### src/rtl/scoreboard_bcd.sv
// rtl/scoreboard_bcd.sv - multi-digit BCD up/down scoreboard with hold-to-erase and 7-seg outputs
module scoreboard_bcd #(
  parameter int DIGITS     = 2,
  parameter int ERASE_HOLD = 4,
  parameter int WRAP       = 0
) (
  input  logic                clk,
  input  logic                rst_n,
  input  logic                inc_i,
  input  logic                dec_i,
  input  logic                erase_i,
  output logic [4*DIGITS-1:0] bcd_o,
  output logic [7*DIGITS-1:0] seg_o,
  output logic                ovf_o,
  output logic                unf_o,
  output logic                erasing_o
);

  localparam int HW = $clog2(ERASE_HOLD + 1);

  typedef enum logic [1:0] {S_IDLE, S_ARM, S_WAIT_REL} state_t;

  state_t              r_state;
  logic [HW-1:0]       r_hold_cnt;
  logic                r_inc_q;
  logic                r_dec_q;
  logic [4*DIGITS-1:0] r_bcd;
  logic [7*DIGITS-1:0] r_seg;
  logic                r_ovf;
  logic                r_unf;
  logic                r_erasing;

  logic                w_inc_edge;
  logic                w_dec_edge;
  logic                w_carry;
  logic                w_borrow;
  logic [4*DIGITS-1:0] w_bcd_inc;
  logic [4*DIGITS-1:0] w_bcd_dec;

  assign w_inc_edge = inc_i & ~r_inc_q;
  assign w_dec_edge = dec_i & ~r_dec_q;

  // Ripple carry/borrow; a carry (borrow) out of the top digit means the count was at max (zero),
  // and the rippled result is then already the wrapped value.
  always_comb begin
    w_bcd_inc = r_bcd;
    w_bcd_dec = r_bcd;
    w_carry   = 1'b1;
    w_borrow  = 1'b1;
    for (int d = 0; d < DIGITS; d++) begin
      if (w_carry) begin
        if (r_bcd[4*d +: 4] == 4'd9) begin
          w_bcd_inc[4*d +: 4] = 4'd0;
        end else begin
          w_bcd_inc[4*d +: 4] = r_bcd[4*d +: 4] + 4'd1;
          w_carry             = 1'b0;
        end
      end
      if (w_borrow) begin
        if (r_bcd[4*d +: 4] == 4'd0) begin
          w_bcd_dec[4*d +: 4] = 4'd9;
        end else begin
          w_bcd_dec[4*d +: 4] = r_bcd[4*d +: 4] - 4'd1;
          w_borrow            = 1'b0;
        end
      end
    end
  end

  function automatic logic [6:0] f_seg(input logic [3:0] digit);
    case (digit)
      4'd0:    f_seg = 7'h7E;
      4'd1:    f_seg = 7'h30;
      4'd2:    f_seg = 7'h6D;
      4'd3:    f_seg = 7'h79;
      4'd4:    f_seg = 7'h33;
      4'd5:    f_seg = 7'h5B;
      4'd6:    f_seg = 7'h5F;
      4'd7:    f_seg = 7'h70;
      4'd8:    f_seg = 7'h7F;
      4'd9:    f_seg = 7'h7B;
      default: f_seg = 7'h00;
    endcase
  endfunction

  always_ff @(posedge clk or negedge rst_n) begin
    if (!rst_n) begin
      r_state    <= S_IDLE;
      r_hold_cnt <= '0;
      r_inc_q    <= 1'b0;
      r_dec_q    <= 1'b0;
      r_bcd      <= '0;
      r_seg      <= {DIGITS{7'h7E}};
      r_ovf      <= 1'b0;
      r_unf      <= 1'b0;
      r_erasing  <= 1'b0;
    end else begin
      r_inc_q <= inc_i;
      r_dec_q <= dec_i;
      r_ovf   <= 1'b0;
      r_unf   <= 1'b0;
      for (int d = 0; d < DIGITS; d++) begin
        r_seg[7*d +: 7] <= f_seg(r_bcd[4*d +: 4]);
      end
      case (r_state)
        S_IDLE: begin
          if (w_inc_edge && !w_dec_edge) begin
            r_ovf <= w_carry;
            if (!w_carry || WRAP != 0) r_bcd <= w_bcd_inc;
          end else if (w_dec_edge && !w_inc_edge) begin
            r_unf <= w_borrow;
            if (!w_borrow || WRAP != 0) r_bcd <= w_bcd_dec;
          end
          if (erase_i) begin
            r_erasing  <= 1'b1;
            r_hold_cnt <= HW'(1);
            if (ERASE_HOLD == 1) begin
              r_bcd   <= '0;
              r_state <= S_WAIT_REL;
            end else begin
              r_state <= S_ARM;
            end
          end
        end
        S_ARM: begin
          if (!erase_i) begin
            r_state    <= S_IDLE;
            r_hold_cnt <= '0;
            r_erasing  <= 1'b0;
          end else if (r_hold_cnt + HW'(1) == HW'(ERASE_HOLD)) begin
            r_bcd      <= '0;
            r_hold_cnt <= HW'(ERASE_HOLD);
            r_state    <= S_WAIT_REL;
          end else begin
            r_hold_cnt <= r_hold_cnt + HW'(1);
          end
        end
        S_WAIT_REL: begin
          if (!erase_i) begin
            r_state    <= S_IDLE;
            r_hold_cnt <= '0;
            r_erasing  <= 1'b0;
          end
        end
        default: begin
          r_state    <= S_IDLE;
          r_hold_cnt <= '0;
          r_erasing  <= 1'b0;
        end
      endcase
    end
  end

  assign bcd_o     = r_bcd;
  assign seg_o     = r_seg;
  assign ovf_o     = r_ovf;
  assign unf_o     = r_unf;
  assign erasing_o = r_erasing;

endmodule

### config.mk
export PLATFORM = sky130hd
export DESIGN_NAME = scoreboard_bcd
export DESIGN_NICKNAME = d
export VERILOG_FILES = /design/src/rtl/scoreboard_bcd.sv
export SDC_FILE = /design/constraint.sdc
export NUM_CORES = 1
export LEC_CHECK = 0
export ABC_AREA = 1
export BUFFER_PORTS_ARGS = -buffer_cell sky130_fd_sc_hd__buf_2
export CORE_MARGIN = 3
export CORE_UTILIZATION = 60
export DETAILED_ROUTE_END_ITERATION = 6
export GPL_TIMING_DRIVEN = 0
export PLACE_DENSITY = 0.9
export RECOVER_POWER = 100
export SLEW_MARGIN = 40
export SYNTH_ARGS = -nofsm -noshare
export SYNTH_HDL_FRONTEND = slang
export SYNTH_SLANG_ARGS = --single-unit
### constraint.sdc
create_clock -name clk -period 2.65 [get_ports clk]
set_input_delay 0.1325 -clock clk [delete_from_list [all_inputs] [get_ports clk]]
set_output_delay 0.1325 -clock clk [all_outputs]
set_load 0.05 [all_outputs]
== After elaboration in Yosys (flattened, before gate mapping) ==
Memory sizes are Yosys's and may differ from the RTL's. A register that Yosys moved wholly into a read port is not among the register bits.
Cells that the tools add are included.
Word-level totals
  word-level logic and storage cells: 89
  memories: 2
  ROM bits: 224
  bits in registers: 18
  output and inout bits: 25
Memories
  (name not given): depth 16, bits a word 7, read ports 1, clocked after Yosys merged registers in 1, wr ports 0, line 71  | case (digit)
  (name not given): depth 16, bits a word 7, read ports 1, clocked after Yosys merged registers in 1, wr ports 0, line 71
Cells by class
  $add $sub $neg: 5
  equality and inequality tests: 16
  reductions and logical operators: 16
  bitwise gates (word level): 4
  multiplexer cells: 37
Operators by type and width (number)
  $mux 8: 6
  $mux 4: 6
  $pmux 8 s2: 1
  $mux 1: 13
  $mux 3: 4
  $ne 3x3->1 const B: 4
  $ne 2x2->1 const B: 5
  $pmux 3 s3: 1
  $add 4x1->4 const B: 2
  $eq 4x4->1 const B: 2
  $logic_not 4->1: 2
  $mux 2: 4
  $reduce_and 8->1: 1
  $sub 4x1->4 const B: 2
  $ne 3x2->1 const B: 2
  $pmux 2 s3: 1
  $reduce_and 6->1: 1
  $logic_not 1->1: 4
  $reduce_and 2->1: 2
  $add 3x1->3 const B: 1
  $eq 3x3->1 const B: 1
  $reduce_and 3->1: 1
  $and 1x1->1: 2
  $eq 2x1->1 const B: 1
  other kinds (7): 9

== Longest topological paths before layout ==
Gate-level depths: netlist (run 1).
  depth in word-level cells: 7
  depth in mapped cells: 11
  depth with buffers taken out: 10

== Least setup slack after synthesis (run 1) ==
OpenSTA, ideal clock, no wires.
  path kind: flip-flop to flip-flop
  start point: reg r_bcd[0] (netlist: bcd_o[0])
  end point: reg r_bcd[5] (netlist: bcd_o[5])
  path buffers: 0
  arrival time: 1.810 ns
  path slack: 0.719 ns
  data required time: 2.530 ns
  library setup time: 0.120 ns
  stages on the path, launching flop included: 11
  cell sequence: dfrtp_1 > inv_1 > ha_1 > nand2_4 > nor2_2 > nand2_2 > nand2_4 > nor2_4 > nand2_4 > nand2_1 > nand2_1
Between the ends
  longest elaborated chain between the ends: 5
Ends and longest elaborated chain
  from (decl): line 27  | logic [4*DIGITS-1:0] r_bcd;
  from (signal assigned): line 109  | if (!w_carry || WRAP != 0) r_bcd <= w_bcd_inc;
  from (signal assigned): line 112  | if (!w_borrow || WRAP != 0) r_bcd <= w_bcd_dec;
  $eq 4x4->1 or $logic_not 4->1 (tied branches): line 52, 60
  $mux 1 (on tied branches): line 52, 60
  $mux 1 (on tied branches): line 51, 59
  $ne 3x3->1 (no line)
  $reduce_and 8->1 (no line) (*)
Every way passes the cells marked *; elsewhere a longest branch is shown, timed or not.
A chain may end at the register's enable or synchronous reset.

== Worst setup path after layout (run 1) ==
  start point: reg r_bcd[0] (netlist: bcd_o[0])
  end point: reg r_bcd[7] (netlist: bcd_o[7])
Same word-level chain as after synthesis.

==> results by group, run 1 <==
Worst setup path
  – Critical Path Max Stage Delay: around 520 ps
  – Buffer and inverter count on the worst path: 1
  – WP data arrival: around 2300 ps
  – Dominant cell type by count on the critical path: sky130_fd_sc_hd__nand2_1
  – Worst-path fanout max: 9
  – CP top delay family: simple AND/OR/NAND/NOR gates
  – Worst EP required: approximately 2900 ps
  – Endpoint of the worst register-to-register path: bcd_o[7]
  – Critical Path Start Type: flop
  – Internal reg-to-reg setup slack: 540 ps
  – Cells along the critical path: inv_1, ha_1, nand2_1, nor2_2, nand2_1, nand2_4, nor2_1, nand2_4, nand2_1, nand2_1
  – Reg-to-reg startpoint: bcd_o[0]
  – Crit path capture type: flop
  – Critical path's slowest cell: sky130_fd_sc_hd__dfrtp_1
  – Type of the worst setup path: flop to flop
  – Length in cells of the worst reg-to-reg path: 10

Die
  – Core area: approximately 0.0032 mm^2
  – Initial cell density of the core: 65.79%
  – Die H: 65.03 um
  – Die ar.: 0.004229 mm^2
  – Horizontal die dimension: 65.03 um
  – Placement row count: 20
  – Number of primary I/O pins: 30

Yosys
  – Async SR Flop Fraction: 100.0%
  – Synth Area in Compound Gates: between 8 and 9%
  – Count of state elements after synthesis: 32
  – Synthesized area per cell: just over 8 um^2
  – Count of unique library cells instantiated by Yosys: 33
  – Count of mapped cells out of synthesis: ~260
  – Multiplexer area fraction after synthesis: 0%
  – Combinational family with the most area after synthesis: simple AND/OR/NAND/NOR gates
  – Sequential cell area fraction in the yosys report: 39.02%
  – Post-synth EDFFs: 0
  – Adder-cell share of the synthesized area: between 10% and 20%
  – Total number of yosys warnings: 0
  – Dominant register cell in the synthesized netlist: sky130_fd_sc_hd__dfrtp_1
  – Post-synthesis share of cell area spent on and, or, nand and nor gates: a little over 30%
  – Synth Net Count: 280
  – Area share of xor/xnor cells in the synthesized design: around 1.3%
  – Post-synthesis instance area: 0.002091 mm^2

STA
  – Final Cycle Share: slightly below 80%
  – Highest clock rate: 0.4750 GHz
  – Post-route worst hold slack: 168.0 ps
  – Final Hold Viols: 0
  – Count of endpoints failing setup in the final report: 0
  – Setup repair after global routing missed its margin: false
  – Measured slew at the worst slew-check pin: 1645 ps
  – Relative slew slack: -9.684%
  – Final worst clock skew: approximately 14 ps
  – Final Max Tran Viols: 33
  – Setup total negative slack: 0 ps
  – Crit path time final: 2105 ps

Routing
  – Antenna-violating nets left: 0
  – DRC violation count after routing: 0
  – Initial drt markers: a little under 90
  – Final wirelength: roughly 4100 um
  – Average vias per placed instance: slightly above 5
  – Average wire per cell in the routed design: around 12 um
  – Number of optimization iterations in the first detailed-route pass: 4
  – Via count: 1743

Clocking
  – Clock slew at reported path FFs: 90 ps
  – Max Root-Sink Buffers: 2
  – Clock root buffer: sky130_fd_sc_hd__clkbuf_4
  – Number of clock sinks: 32
  – Clock tree from TritonCTS: built
  – Post-CTS sizing: 0
  – Number of post-CTS setup repair buffers: 0
  – Source-to-sink clock delay at the later pin of the worst-skew pair: 340 ps
  – CTS H-tree lvls: 2
  – Clock buffer count from CTS: 5
  – Hold buffer count at CTS: 3

Place
  – Routability Congestion: between 0.8 and 0.9
  – Hpwl dp: 3019 um
  – I/O Buffers: 29
  – Area after DPL: 0.002291 mm^2

Final layout
  – Signed area change from the synthesized netlist to the final layout: 11.37%
  – Antenna cells: 0
  – Area of the multi-input gates: 0.001066 mm^2
  – Layout fillers: between 200 and 300
  – Final Cell Area: 0.002328 mm^2
  – Fraction of layout cells with a size suffix above 1: 16.22%
  – Area occupied by registers: 815.8 um^2
  – Final net count: 319

Global routing
  – Met3 usage: 4.679%
  – Residual overflow from global routing: 0
  – GR Layer Usage met1: 26.58%
  – Global-route usage over all layers: 21.39%
  – Number of antenna violations at the first check in global routing: 0
  – Pin count of the biggest net entering global routing: 33
  – Global routing's busiest layer: met2
  – First-pass GRT wire length: 7086 um
  – Number of global-route vias before repair: 1654
  – Met2 track utilization from global routing: 37.04%

Worst hold path
  – Worst min path class: input pin to flop
  – Cell count of the worst hold path: 5
  – Source of the worst hold timing path: erase_i
  – Terminating pin of the worst hold path: erasing_o

Outcome
  – Outcome: complete, but fails checks
  – Violations in the final reports: capacitance limit, slew limit

Job
  – Count of maximum capacitance violations: 1
## placed cells by master, fill, tap and decap left out, drive strengths merged, types with 12 or more instances in the layout
cell and instances:
inv 31, nand3 24, ha 19, o21ai 13, clkbuf 35, dfrtp 20, a21oi 12, nand2 73
nor2 29, dfstp 12
## final cells by class
class                           count  area share, %
Buffer                              7          2.794
Sequential cell                    32          35.03
Clock buffer                        6          2.203
Clock inverter                      2         0.4299
Tap cell                           44          2.364
Timing Repair Buffer               32          6.018
Multi-Input combinational cell    185          45.78
Inverter                           32          5.373
## through the flow
stage	util, %	worst slack, ps	cells
6_report	73.27	544.7	340
5_1_grt	73.27	377.0	340
4_1_cts	74.96	807.4	340
3_5_place_dp	72.09	853.8	329
3_3_place_gp	72.09	901.9	329
2_1_floorplan	-	719.3	256
## sequential cells by signal, indices dropped and copies added (netlist names)
register    count
unf_o           1
r_state         2
r_inc_q         1
r_hold_cnt      3
ovf_o           1
erasing_o       1
bcd_o           8
r_dec_q         1
seg_o          14
## synthesized netlist by cell type, drive strengths merged (2+ instances only)
cell type | instances | area, um^2
nand2 | 73 | 311.6
buf | 7 | 66.31
nor3 | 2 | 10.01
ha | 19 | 237.7
nor2 | 29 | 162.7
a21oi | 12 | 60.06
nand3 | 24 | 137.6
dfrtp | 20 | 500.5
xor2 | 3 | 26.28
o211ai | 2 | 15.01
inv | 31 | 121.4
dfstp | 12 | 315.3
o21ai | 13 | 68.82
nand4 | 2 | 12.51
## worst register-to-register path, cell delays in order, from the launching register on
cell                      delay (ps)
sky130_fd_sc_hd__dfrtp_1         520
sky130_fd_sc_hd__inv_1           160
sky130_fd_sc_hd__ha_1            290
sky130_fd_sc_hd__nand2_1         240
sky130_fd_sc_hd__nor2_2           70
sky130_fd_sc_hd__nand2_1         110
sky130_fd_sc_hd__nand2_4          70
sky130_fd_sc_hd__nor2_1          330
sky130_fd_sc_hd__nand2_4          90
sky130_fd_sc_hd__nand2_1          80
sky130_fd_sc_hd__nand2_1          50
## metal layers
metal	part of all wire [%]	wire, um	up-vias
met5	0	0	-
met3	3.9	159	6
met1	44	1776	815
met2	51	2067	32
met4	1.1	45	0
li1	-	-	890
## kinds of logic (layout without fill, tap and decap cells)
logic type	Yosys count	after routing
adder cells (fa/ha/maj)	19	19
AND/OR/NAND/NOR	132	132
AO/OA/AOI/OAI	31	31
flip-flops	32	32
XOR/XNOR	3	3
buffers and inverters	39	79
## how the worst max path moves through the flow
| stage | from | to | slack (ps) | cells after the start |
|---|---|---|---|---|
| detailed placement | bcd_o[0] | bcd_o[2] | 850 | 8 |
| global route | bcd_o[0] | bcd_o[5] | 380 | 10 |
| floorplan | bcd_o[0] | bcd_o[5] | 720 | 10 |
| global placement | bcd_o[0] | bcd_o[2] | 900 | 8 |
| CTS | bcd_o[0] | bcd_o[2] | 810 | 8 |
| finish | bcd_o[0] | bcd_o[7] | 540 | 10 |
Power of run 1 is left out: the tool's default activity adds up to more than one toggle a clock period on the data nets, which glitch-free logic cannot reach.
==> run 2, diff against run 1 <==
--- a/config.mk
+++ b/config.mk
@@ -8,10 +8,10 @@
 export ABC_AREA = 1
 export BUFFER_PORTS_ARGS = -buffer_cell sky130_fd_sc_hd__buf_2
 export CORE_MARGIN = 3
-export CORE_UTILIZATION = 60
+export CORE_UTILIZATION = 57
 export DETAILED_ROUTE_END_ITERATION = 6
 export GPL_TIMING_DRIVEN = 0
-export PLACE_DENSITY = 0.9
+export PLACE_DENSITY = 0.86
 export RECOVER_POWER = 100
 export SLEW_MARGIN = 40
 export SYNTH_ARGS = -nofsm -noshare
==> constraint.sdc (replaced) <==
create_clock -name clk -period 2.1 [get_ports clk]
set_input_delay 0.105 -clock clk [delete_from_list [all_inputs] [get_ports clk]]
set_output_delay 0.105 -clock clk [all_outputs]
set_load 0.05 [all_outputs]
==> run 2 against run 1 <==
The run now ends clean; register-to-register slack got worse by 280 ps; fmax rose by 15%; wire length shrank 5.1%; sequential share of layout area decreased by 0.48 points; critical path depth shrank 2; final cell count increased by 0.59%; first-iteration DRC count rose by 28%; clock skew fell by 9.4 ps; core utilization shrank 4.7 points; largest cell class unchanged; highest routed layer unchanged.
==> results by group, run 2 (synthesized netlist as in run 1, its figures left out) <==
Worst hold path
  – Worst min path class: input pin to flop
  – Source of the worst hold timing path: erase_i

STA
  – Highest clock rate: 0.5456 GHz (+15%)
  – Final Max Tran Viols: 0 (-100%)
  – Relative slew slack: 55.76% (+65 points)
  – Final worst clock skew: 4.235 ps (-9.427 ps)
  – Measured slew at the worst slew-check pin: 663.6 ps (-981.6 ps)
  – Final Cycle Share: 87.27% (+7.8 points)
  – Crit path time final: 1833 ps (-272.6 ps)
  – Count of endpoints failing setup in the final report: 0 (unchanged)
  – Setup total negative slack: 0 ps (unchanged)
  – Setup repair after global routing missed its margin: false
  – Final Hold Viols: 0 (unchanged)

Place
  – Routability Congestion: 0.8776 (+4.4%)
  – Hpwl dp: 2860 um (-5.3%)
  – I/O Buffers: 29 (unchanged)

Routing
  – Initial drt markers: 113 (+28%)
  – Average vias per placed instance: 5.041 (-1.7%)
  – Average wire per cell in the routed design: 11.24 um (-5.6%)
  – DRC violation count after routing: 0 (unchanged)
  – Number of optimization iterations in the first detailed-route pass: 4 (unchanged)
  – Antenna-violating nets left: 0 (unchanged)
  – Final wirelength: 3845 um (-5.1%)
  – Via count: 1724 (-1.1%)

Final layout
  – Highest-count cells in the layout ignoring fill and taps: sky130_fd_sc_hd__nand2_1 (68), sky130_fd_sc_hd__clkbuf_1 (31), sky130_fd_sc_hd__inv_1 (26)
  – Area occupied by registers: 815.8 um^2 (unchanged)
  – Final net count: 319 (unchanged)
  – Layout fillers: 294 (+3.2%)
  – Max reg flops: 14 (unchanged)
  – Area of the multi-input gates: 0.001074 mm^2 (+0.70%)
  – Most common cell after layout, fill and taps aside: sky130_fd_sc_hd__nand2_1
  – Fraction of layout cells with a size suffix above 1: 15.88% (-0.34 points)
  – Antenna cells: 0 (unchanged)
  – Signed area change from the synthesized netlist to the final layout: 12.93%

Clocking
  – CTS H-tree lvls: 2 (unchanged)
  – Clock slew at reported path FFs: 60 ps (-30 ps)
  – Number of post-CTS setup repair buffers: 0 (unchanged)
  – Clock root buffer: sky130_fd_sc_hd__clkbuf_8
  – Number of clock sinks: 32 (unchanged)
  – Source-to-sink clock delay at the later pin of the worst-skew pair: 280 ps (-60 ps)
  – Clock tree from TritonCTS: built
  – Max Root-Sink Buffers: 2 (unchanged)
  – Clock buffer count from CTS: 5 (unchanged)

Worst setup path
  – Timing startpoint of the critical path: r_state[0]
  – Critical Path Start Type: flop
  – Reg-to-reg startpoint: r_state[0]
  – Crit path capture type: flop
  – Type of the worst setup path: flop to flop
  – Worst EP required: 2250 ps (-630 ps)
  – Worst-path fanout max: 8 (-1)
  – WP data arrival: 1980 ps (-360 ps)

Global routing
  – First-pass GRT wire length: 6775 um (-4.4%)
  – Number of antenna violations at the first check in global routing: 0 (unchanged)
  – Residual overflow from global routing: 0 (unchanged)
  – Number of global-route vias before repair: 1607 (-2.8%)
  – Global-route usage over all layers: 19.83% (-1.6 points)
  – Pin count of the biggest net entering global routing: 33 (unchanged)

Die
  – Core area: 0.003442 mm^2 (+8.3%)
  – Die ar.: 0.004431 mm^2 (+4.8%)
  – Die H: 66.57 um (+2.4%)
  – Horizontal die dimension: 66.57 um (+2.4%)
  – Number of primary I/O pins: 30 (unchanged)
  – Initial cell density of the core: 60.74% (-5.0 points)
  – Placement row count: 21 (+5.0%)

Outcome
  – Outcome: complete, no violations

Job
  – Count of maximum capacitance violations: 0 (-1)
run 2: cell types whose count changed in the layout (fill, tap and decap cells not counted), sizes merged:
cell,previous run,this run
clkbuf,35,37
clkinv,3,1
run 2: metal layers:
layer / share of wire [%] / GRT usage (%)
met5: 0 / 0
met3: 5.1 / 4.384
met1: 47 / 25.72
met2: 46 / 32.55
met4: 1.6 / 6.599
run 2: stage by stage:
stage | std cells | cell area [um^2] | utilization, % | setup slack, ps | hold slack, ps
final | 342 | 2361 | 68.59 | 267.3 | 187.4
after global routing | 342 | 2361 | 68.59 | 67.45 | 228.4
after CTS | 342 | 2414 | 70.12 | 316.0 | 186.7
after detailed placement | 331 | 2293 | 66.63 | 342.4 | 178.3
after global placement | 331 | 2293 | 66.63 | 313.1 | 173.6
after floorplan | 256 | 2091 | - | 169.3 | -190.6
run 2: layout make-up:
class,count,area share [%]
inverters,32,5.299
repair buffers,32,5.988
multi-input cells,185,45.47
clock buffers,8,3.816
well taps,46,2.438
plain buffers,7,2.438
flip-flops and latches,32,34.55
run 2: worst paths after layout:
check / end / slack [ps] / cells after the start
setup / recovery: r_state[0] / 270 / 8
hold / removal: erasing_o / 190 / 5
setup reg to reg: r_state[0] / 270 / 8
hold reg to reg: erasing_o / 500 / 2
max in group asynchronous: bcd_o[6] / 1260 / 2
min in group asynchronous: seg_o[7] / 390 / 2
run 2: critical path: stages (launching register included):
cell                       delay, ps
sky130_fd_sc_hd__dfrtp_1         400
sky130_fd_sc_hd__inv_1            90
sky130_fd_sc_hd__ha_1            140
sky130_fd_sc_hd__clkbuf_1        280
sky130_fd_sc_hd__inv_1           190
sky130_fd_sc_hd__o21ai_1         240
sky130_fd_sc_hd__inv_1           140
sky130_fd_sc_hd__nand2_1         140
sky130_fd_sc_hd__o21ai_0          90
run 2: repair_timing:
item / in CTS / in global routing
hold buffers: 3 / 0
resized for setup: 0 / 0
hold endpoints to repair: 22 / 0
Power of run 2 is left out for the same reason.
==> run 3, diff against run 2 <==
--- a/config.mk
+++ b/config.mk
@@ -5,14 +5,12 @@
 export SDC_FILE = /design/constraint.sdc
 export NUM_CORES = 1
 export LEC_CHECK = 0
-export ABC_AREA = 1
 export BUFFER_PORTS_ARGS = -buffer_cell sky130_fd_sc_hd__buf_2
 export CORE_MARGIN = 3
 export CORE_UTILIZATION = 57
 export DETAILED_ROUTE_END_ITERATION = 6
 export GPL_TIMING_DRIVEN = 0
-export PLACE_DENSITY = 0.86
-export RECOVER_POWER = 100
+export PLACE_DENSITY = 0.87
 export SLEW_MARGIN = 40
 export SYNTH_ARGS = -nofsm -noshare
 export SYNTH_HDL_FRONTEND = slang
==> run 3 against run 2 <==
The run now ends with setup timing left; worst hold slack worse by 100 ps; critical path depth shrank 1; clock skew grew 7.6 ps; die area decreased by 2.6%; sequential share of layout area decreased by 2.2 points; setup slack lost 420 ps; area after synthesis down 2.8%; global-route usage increased by 0.25 points; final area up 7.6%; fmax is 19% lower; first-iteration DRC count increased by 53%; non-clock buffer count grew 22; critical path type unchanged.
==> results by group, run 3 <==
Global routing
  – Number of global-route vias before repair: 1573 (-2.1%)
  – Residual overflow from global routing: 0 (unchanged)
  – Pin count of the biggest net entering global routing: 33 (unchanged)
  – Global-route usage over all layers: 20.08% (+0.25 points)
  – Number of antenna violations at the first check in global routing: 0 (unchanged)
  – First-pass GRT wire length: 6803 um (+0.41%)

Yosys
  – Synth Net Count: 235 (-16%)
  – Post-synthesis instance area: 0.002032 mm^2 (-2.8%)
  – Count of mapped cells out of synthesis: 211 (-18%)
  – Count of unique library cells instantiated by Yosys: 54 (+64%)
  – Sequential cell area fraction in the yosys report: 40.15% (+1.1 points)
  – Count of state elements after synthesis: 32 (unchanged)
  – Total number of yosys warnings: 0 (unchanged)
  – Dominant register cell in the synthesized netlist: sky130_fd_sc_hd__dfrtp_1
  – Post-synth EDFFs: 0 (unchanged)
  – Cell accounting for the most synthesized area: sky130_fd_sc_hd__dfrtp_1
  – Most common cell in the netlist: sky130_fd_sc_hd__a21oi_1
  – Yosys top cell area share: 24.63% (+0.69 points)
  – Leading cell types by count after synthesis: sky130_fd_sc_hd__a21oi_1 (21), sky130_fd_sc_hd__dfrtp_1 (20), sky130_fd_sc_hd__ha_1 (19), sky130_fd_sc_hd__o21ai_0 (19)
  – Leading post-synthesis cells by cell area: sky130_fd_sc_hd__dfrtp_1 (25%), sky130_fd_sc_hd__dfstp_2 (16%), sky130_fd_sc_hd__ha_1 (12%)
  – Async SR Flop Fraction: 100.0% (unchanged)
  – Synthesized area per cell: 9.630 um^2 (+18%)

Final layout
  – Most common cell after layout, fill and taps aside: sky130_fd_sc_hd__buf_2
  – Max reg flops: 14 (unchanged)
  – Fraction of layout cells with a size suffix above 1: 37.55% (+22 points)
  – Final Cell Area: 0.002541 mm^2 (+7.6%)
  – Final net count: 292 (-8.5%)
  – Layout fillers: 215 (-27%)
  – Highest-count cells in the layout ignoring fill and taps: sky130_fd_sc_hd__buf_2 (31), sky130_fd_sc_hd__a21oi_1 (21), sky130_fd_sc_hd__o21ai_0 (19), sky130_fd_sc_hd__buf_4 (19), sky130_fd_sc_hd__dfrtp_1 (16)
  – Signed area change from the synthesized netlist to the final layout: 25.06%
  – Antenna cells: 0 (unchanged)
  – Final core utilization: 74.97% (+6.4 points)

Place
  – I/O Buffers: 29 (unchanged)
  – Routability Congestion: 0.8714 (-0.71%)
  – Hpwl dp: 2819 um (-1.4%)
  – Area after DPL: 0.002251 mm^2 (-1.9%)
  – Post-place setup slack: -85.50 ps (-427.9 ps)

STA
  – Count of endpoints failing setup in the final report: 5 (+5)
  – Final worst clock skew: 11.87 ps (+7.638 ps)
  – Highest clock rate: 0.4434 GHz (-19%)
  – Final Cycle Share: 107.4% (+20 points)
  – Final Max Tran Viols: 0 (unchanged)
  – Relative slew slack: 55.69% (-0.069 points)
  – Measured slew at the worst slew-check pin: 664.7 ps (+1.030 ps)
  – Final Hold Viols: 0 (unchanged)
  – Setup repair after global routing missed its margin: true
  – Worst setup margin: -155.2 ps (-422.5 ps)
  – Crit path time final: 2255 ps (+422.5 ps)

Routing
  – Average wire per cell in the routed design: 16.58 um (+48%)
  – Average vias per placed instance: 5.949 (+18%)
  – Initial drt markers: 173 (+53%)
  – DRC violation count after routing: 0 (unchanged)
  – Met1 wire length: 2152 um (+19%)
  – Routed length on met2: 2505 um (+41%)
  – Number of optimization iterations in the first detailed-route pass: 4 (unchanged)
  – Antenna-violating nets left: 0 (unchanged)
  – Met3 Routed Length: 426 um (+120%)
  – Final wirelength: 5224 um (+36%)
  – Highest routed metal layer: met4
  – Via count: 1874 (+8.7%)

Outcome
  – Outcome: complete, but fails checks
  – Violations in the final reports: setup timing

Worst setup path
  – Type of the worst setup path: flop to flop
  – Worst-path fanout max: 7 (-1)
  – WP data arrival: 2480 ps (+500 ps)
  – Critical Path Start Type: flop
  – Worst EP required: 2330 ps (+80 ps)
  – Crit path capture type: flop

Die
  – Die ar.: 0.004317 mm^2 (-2.6%)
  – Number of primary I/O pins: 30 (unchanged)
  – Core area: 0.003390 mm^2 (-1.5%)
  – Horizontal die dimension: 65.71 um (-1.3%)
  – Initial cell density of the core: 59.95% (-0.79 points)
  – Die H: 65.71 um (-1.3%)
  – Placement row count: 21 (unchanged)

Clocking
  – Max Root-Sink Buffers: 2 (unchanged)
  – Clock root buffer: sky130_fd_sc_hd__clkbuf_4
  – Clock slew at reported path FFs: 90 ps (+30 ps)
  – Source-to-sink clock delay at the later pin of the worst-skew pair: 340 ps (+60 ps)
  – CTS H-tree lvls: 2 (unchanged)
  – Clock tree from TritonCTS: built
  – Number of clock sinks: 32 (unchanged)
  – Clock buffer count from CTS: 5 (unchanged)

Job
  – Count of maximum capacitance violations: 0 (unchanged)

Worst hold path
  – Worst min path class: input pin to flop
run 3: worst paths after layout:
check | from | endpoint | slack (ps) | cells after the start
setup / recovery | bcd_o[1] | bcd_o[5] | -160 | 7
hold / removal | erase_i | r_hold_cnt[2] | 80 | 2
setup reg to reg | bcd_o[1] | bcd_o[5] | -160 | 7
hold reg to reg | erasing_o | erasing_o | 570 | 1
max in group asynchronous | rst_n | bcd_o[4] | 1280 | 2
min in group asynchronous | rst_n | seg_o[0] | 320 | 2
run 3: through the flow:
stage / hold slack (ps) / setup TNS [ps] / cells
3_5_place_dp: 181.4 / -86.97 / 286
6_report: 84.56 / -478.2 / 315
3_3_place_gp: 174.5 / -70.29 / 286
4_1_cts: 85.55 / -5.771 / 299
2_1_floorplan: -190.6 / 0 / 211
5_1_grt: 76.79 / -934.0 / 315
run 3: timing repair:
action,CTS,global route
hold buffers,3,0
buffers inserted,2,16
gates resized for setup,4,13
hold endpoints to repair,22,0
endpoints found under the setup margin,3,6
pin swaps,3,6
run 3: metal layers:
metal,track usage (%),vias to the layer above
li1,-,856
met1,25.63,889
met2,33.17,110
met3,5.299,19
met4,5.959,0
met5,0,-
run 3: kinds of logic (layout without fill, tap and decap cells):
kind of cell	Yosys count	count (layout)	share of synthesized area, %
compound gates	67	67	21.98
simple gates	59	59	15.83
flops	32	32	40.15
buf+inv	26	84	6.280
fa+ha+maj	19	19	11.70
mux	7	7	3.633
xor+xnor	1	1	0.4311
run 3: final cells by class:
class / count / area, um^2 / share of cell area [%]
Multi-Input combinational cell: 153 / 1154 / 45.40
Sequential cell: 32 / 823.3 / 32.40
Timing Repair Buffer: 50 / 310.3 / 12.21
Buffer: 11 / 73.82 / 2.905
Inverter: 15 / 63.81 / 2.511
Clock buffer: 8 / 58.81 / 2.314
Tap cell: 46 / 57.56 / 2.265
run 3: worst max-delay path, stage by stage, from the launching register on:
cell                       delay, ps
sky130_fd_sc_hd__dfrtp_2         490
sky130_fd_sc_hd__inv_4           110
sky130_fd_sc_hd__ha_4            150
sky130_fd_sc_hd__nand3b_1        240
sky130_fd_sc_hd__nor3_4          330
sky130_fd_sc_hd__a21oi_2          90
sky130_fd_sc_hd__a211oi_4        400
sky130_fd_sc_hd__mux2_4          340
Power of run 3 is left out for the same reason.
